## src/rtl/serial_bus_arbiter_if.sv

```systemverilog
// Serial bus arbitration interface: request/done from the masters' side,
// grant/status back from the arbiter.
interface serial_bus_arbiter_if #(
  parameter int MASTERS = 2,
  parameter int MID_W   = $clog2(MASTERS)
);
  logic [MASTERS-1:0] req;
  logic               bus_done;
  logic [MASTERS-1:0] grant;
  logic [MID_W-1:0]   grant_id;
  logic               bus_busy;
  logic               timeout;

  // Requesting side: drives requests and the completion pulse.
  modport master (
    output req,
    output bus_done,
    input  grant,
    input  grant_id,
    input  bus_busy,
    input  timeout
  );

  // Arbiter side: samples requests, drives the grant.
  modport slave (
    input  req,
    input  bus_done,
    output grant,
    output grant_id,
    output bus_busy,
    output timeout
  );
endinterface

```

## src/rtl/serial_bus_arbiter.sv

```systemverilog
// Round-robin arbiter for a shared serial bus. One grant at a time, one
// turnaround cycle after every grant, and a hold counter that forcibly ends
// grants lasting MAX_HOLD cycles.
module serial_bus_arbiter #(
  parameter int MASTERS  = 2,
  parameter int MAX_HOLD = 256,
  parameter int MID_W    = $clog2(MASTERS)
) (
  input logic                 clk,
  input logic                 resetn,
  serial_bus_arbiter_if.slave bus
);

  localparam int CNT_W = $clog2(MAX_HOLD);

  typedef enum logic [1:0] {
    IDLE    = 2'd0,
    GRANT   = 2'd1,
    RELEASE = 2'd2
  } state_t;

  state_t           state_q, state_d;
  logic [MID_W-1:0] ptr_q, ptr_d;
  logic [MID_W-1:0] winner_q, winner_d;
  logic [CNT_W-1:0] hold_q, hold_d;
  logic             timeout_q, timeout_d;

  logic [MID_W-1:0] rr_pick;
  logic [MID_W-1:0] rr_cand;
  logic             rr_found;
  logic             grant_end;

  // Index increment that wraps at MASTERS (MASTERS need not be a power of 2).
  function automatic logic [MID_W-1:0] wrap_inc(input logic [MID_W-1:0] v);
    return (v == MID_W'(MASTERS - 1)) ? '0 : v + 1'b1;
  endfunction

  // Round-robin search: first set request at or after ptr, wrapping.
  always_comb begin
    rr_found = 1'b0;
    rr_pick  = '0;
    rr_cand  = ptr_q;
    for (int unsigned i = 0; i < MASTERS; i++) begin
      if (!rr_found && bus.req[rr_cand]) begin
        rr_found = 1'b1;
        rr_pick  = rr_cand;
      end
      rr_cand = wrap_inc(rr_cand);
    end
  end

  // Any of completion, request drop or hold limit ends the grant.
  always_comb begin
    grant_end = bus.bus_done || !bus.req[winner_q] ||
                (hold_q == CNT_W'(MAX_HOLD - 1));
  end

  // Next-state and register-input logic.
  always_comb begin
    state_d   = state_q;
    ptr_d     = ptr_q;
    winner_d  = winner_q;
    hold_d    = hold_q;
    timeout_d = 1'b0;
    case (state_q)
      IDLE: begin
        if (rr_found) begin
          state_d  = GRANT;
          winner_d = rr_pick;
          hold_d   = '0;
        end
      end
      GRANT: begin
        if (grant_end) begin
          state_d = RELEASE;
          // Completion or request drop at the limit wins over the timeout.
          timeout_d = !bus.bus_done && bus.req[winner_q];
        end else begin
          hold_d = hold_q + 1'b1;
        end
      end
      RELEASE: begin
        state_d = IDLE;
        ptr_d   = wrap_inc(winner_q);
        hold_d  = '0;
      end
      default: state_d = IDLE;
    endcase
  end

  // State register with asynchronous active-low reset.
  always_ff @(posedge clk or negedge resetn) begin
    if (!resetn) begin
      state_q   <= IDLE;
      ptr_q     <= '0;
      winner_q  <= '0;
      hold_q    <= '0;
      timeout_q <= 1'b0;
    end else begin
      state_q   <= state_d;
      ptr_q     <= ptr_d;
      winner_q  <= winner_d;
      hold_q    <= hold_d;
      timeout_q <= timeout_d;
    end
  end

  // Grant decodes straight from state so reset removes it immediately.
  always_comb begin
    bus.grant    = (state_q == GRANT) ? (MASTERS'(1) << winner_q) : '0;
    bus.grant_id = winner_q;
    bus.bus_busy = (state_q == GRANT);
    bus.timeout  = timeout_q;
  end

endmodule

```

## src/flat_wrapper.sv

```systemverilog
// flat-port wrapper written by rule: the top's interface ports become plain ports
module serial_bus_arbiter_flat 
#(
  parameter int MASTERS  = 2,
  parameter int MAX_HOLD = 256,
  parameter int MID_W    = $clog2(MASTERS)
)
  (clk, resetn, bus_req, bus_bus_done, bus_grant, bus_grant_id, bus_bus_busy, bus_timeout);
  serial_bus_arbiter_if #(.MASTERS(MASTERS), .MID_W(MID_W)) bus_i ();
  input logic clk;
  input logic resetn;
  input wire logic [$bits(bus_i.req)-1:0] bus_req;
  input wire logic [$bits(bus_i.bus_done)-1:0] bus_bus_done;
  output wire logic [$bits(bus_i.grant)-1:0] bus_grant;
  output wire logic [$bits(bus_i.grant_id)-1:0] bus_grant_id;
  output wire logic [$bits(bus_i.bus_busy)-1:0] bus_bus_busy;
  output wire logic [$bits(bus_i.timeout)-1:0] bus_timeout;
  assign bus_i.req = bus_req;
  assign bus_i.bus_done = bus_bus_done;
  assign bus_grant = bus_i.grant;
  assign bus_grant_id = bus_i.grant_id;
  assign bus_bus_busy = bus_i.bus_busy;
  assign bus_timeout = bus_i.timeout;
  serial_bus_arbiter #(.MASTERS(MASTERS), .MAX_HOLD(MAX_HOLD), .MID_W(MID_W)) u_core (.clk(clk), .resetn(resetn), .bus(bus_i));
endmodule
```

## config.mk

```make
export PLATFORM = sky130hd
export DESIGN_NAME = serial_bus_arbiter_flat
export DESIGN_NICKNAME = d
export VERILOG_FILES = /design/src/rtl/serial_bus_arbiter_if.sv /design/src/rtl/serial_bus_arbiter.sv /design/src/flat_wrapper.sv
export SDC_FILE = /design/constraint.sdc
export NUM_CORES = 1
export LEC_CHECK = 0
export BUFFER_PORTS_ARGS = -buffer_cell sky130_fd_sc_hd__buf_2
export CORE_ASPECT_RATIO = 1.1
export CORE_MARGIN = 2
export CORE_UTILIZATION = 45
export DETAILED_ROUTE_END_ITERATION = 12
export MAX_ROUTING_LAYER = met4
export PLACE_DENSITY_LB_ADDON = 0.05
export SYNTH_ARGS = -nofsm -noshare
export SYNTH_HDL_FRONTEND = slang
export SYNTH_SLANG_ARGS = --single-unit
```

## constraint.sdc

```tcl
create_clock -name clk -period 2.7 [get_ports clk]
set_input_delay 0.135 -clock clk [delete_from_list [all_inputs] [get_ports clk]]
set_output_delay 0.135 -clock clk [all_outputs]
set_load 0.05 [all_outputs]
```

==> run metrics <==
placed cell count 97; Vias/cell approximately 5.7; Final HPWL DP about 1.0 mm; CTS tree done; Crit path required time around 2600 ps; Post-CTS Resized 0; Core Box Area 1419 um2; outcome finished, final reports clean; multi-input logic area 360.3 um2; root buffer cell clkbuf_4; Period minus WS final between 1500 and 2000 ps; Max rail drop VDD 0.0006346 V; Critical Setup Path Class reg2out; Clock Sinks 13; cell taking the most area after synthesis dfrtp_1; placer's final routability congestion estimate between 0.8 and 0.9; Post-CTS Setup Bufs 0; Finished Core Util 56.00%; Hold Crit Class in2reg; CTS max path bufs 2; Synth top area share between 40% and 50%; Critical Path AT between 1500 and 2000 ps; Synthesized Nets about 80; clk_skew roughly 10 ps; Synth Instances 73; WL final between 1 and 1.5 mm; Critical Path Sink Type primary output; Worst-path clk slew roughly 80 ps; layout cells sized above 1 24.42%; Initial Util 49.65%; top post-synthesis cells by area dfrtp_1, o21ai_0, nor2_1; Non-Filler Instances 102; Final Hold Vio Count 0; relative slew slack approximately 74%; FILL cells 119; vias in the first global route roughly 540; Chip Height around 45 um; Pwr Total roughly 0.76 mW; P_leak 0.3458 nW; chip width roughly 42 um; largest net degree at the start of global routing 14; Initial DRT Pass Iterations 6; n_diodes 0; Yosys warnings 0; Slew @ Worst Pin ~380 ps; register area 325.3 um2; hold_buf cts 1; Routed WL per cell approximately 15 um; Die Area 1898 um2; Final period util 64.44%; CP Max Fanout 8; initial DRC count 17; CTS Buf Count 3; first-pass GRT wire length 2.490 mm; Cell variety after synth 28; gr ovfl total 0; num ports 10; Max-Cap Viols 0; DRC 0; final setup violation count 0; Avg Inst Size Synth about 9.6 um2; Max Freq around 570 MHz; Synth Cell Area 704.4 um2; flops & latches, synth 13; Routed Antenna Nets 0; P&R area growth vs syn 12.79%; initial antenna violation count 0; port bufs 9; htree depth 1; Post-Route Setup TNS 0 ps; clock latency on the worst-skew pair 280 ps; vias between 500 and 600; total track usage between 10% and 20%; nets 93; Max Transition Viols Final 0; RSZ-0062 raised after global routing no; PD cells ~960 nW/um2; number of core rows 14; sequential fraction of the synthesis area 46.18%; Critical Path Start Type flop
## per-layer routing
layer	track usage (%)	vias up	share of wire, %
met5	-	-	0
met4	11.61	0	2.3
met3	4.762	5	4.0
met2	26.56	16	42
met1	24.50	266	52
li1	-	296	-
## flip-flops by register name (all words and copies together), names as in the netlist
signal,cells
u_core.hold_q,8
u_core.bus.grant_id,1
u_core.state_q,2
u_core.bus.timeout,1
u_core.ptr_q,1
## report_power, final
part           leakage (nW)  switching [mW]  internal, mW
Clock                0.0150          0.0649        0.0574
Combinational         0.157           0.248         0.109
Sequential            0.174          0.0444         0.237
## placed cells by master (no fill, tap or decap), drive strengths merged
| master | instances |
|---|---|
| a22o | 1 |
| clkbuf | 4 |
| a32oi | 1 |
| dlygate4sd3 | 1 |
| or2b | 1 |
| a31oi | 4 |
| mux2i | 1 |
| a41oi | 1 |
| nand4 | 1 |
| a21oi | 6 |
| nor2 | 9 |
| and2 | 1 |
| o21ai | 8 |
| or3 | 1 |
| o21a | 1 |
| or2 | 2 |
| nand3 | 4 |
| inv | 2 |
| buf | 9 |
| nor4 | 1 |
| ha | 1 |
| nand2b | 1 |
| mux2 | 1 |
| dfrtp | 13 |
| o22a | 1 |
| nor3 | 3 |
| nand2 | 6 |
| a21boi | 1 |
## stage by stage
step	cell area, um2	worst slack (ps)	hold WS (ps)
floorplan	704.4	965.2	-160.6
global placement	758.2	1100	35.20
detailed placement	758.2	1102	34.11
CTS	794.5	969.9	81.18
global route	794.5	849.5	82.79
finish	794.5	960.1	88.36
## worst paths after layout
| kind | startpoint | endpoint | slack (ps) | depth (start not counted) |
|---|---|---|---|---|
| worst max-delay path | u_core.state_q[1]$_DFFE_PN0P_ | bus_grant[1] | 960 | 4 |
| worst min-delay path | bus_req[0] | u_core.bus.grant_id$_DFFE_PN0P_ | 90 | 2 |
| worst max register to register | u_core.state_q[1]$_DFFE_PN0P_ | u_core.hold_q[7]$_DFFE_PN0P_ | 1080 | 4 |
| worst min register to register | u_core.ptr_q$_DFFE_PN0N_ | u_core.ptr_q$_DFFE_PN0N_ | 500 | 2 |
| max in group asynchronous | resetn | u_core.hold_q[2]$_DFFE_PN0P_ | 2210 | 2 |
| min in group asynchronous | resetn | u_core.bus.grant_id$_DFFE_PN0P_ | 260 | 2 |
## Yosys cell counts
master,number
or2_2,2
a31oi_1,4
nand2b_1,1
ha_1,1
buf_6,1
mux2i_1,1
o21ai_4,1
o22a_2,1
nand3_1,4
a32oi_1,1
mux2_2,1
a41oi_1,1
nand4_1,1
nand2_1,6
nor2_1,9
nor3_1,2
o21a_1,1
a21boi_2,1
and2_1,1
or3_4,1
inv_1,2
nor4_2,1
a22o_1,1
dfrtp_1,13
or2b_1,1
o21ai_0,7
a21oi_1,6
nor3_4,1
## critical path, cell delays in order (launching register included)
cell and delay [ps]:
dfrtp_1 410, nand2b_1 300, inv_1 220, and2_1 140
buf_2 250
## kinds of logic after synthesis
| logic type | Yosys count | share of synthesized area (%) |
|---|---|---|
| buffers and inverters | 3 | 2.665 |
| muxes | 2 | 3.019 |
| and+or+nand+nor | 30 | 23.45 |
| DFF | 13 | 46.18 |
| AOI/OAI and AO/OA | 24 | 22.91 |
| adders and majority gates | 1 | 1.776 |
## final cells by class
class | count | share of cell area [%]
clock buffers | 4 | 3.307
inverters | 2 | 0.9449
flip-flops and latches | 13 | 40.94
multi-input cells | 57 | 45.35
well taps | 16 | 2.520
repair buffers | 10 | 6.929
Power figures use the tool's default switching activity.
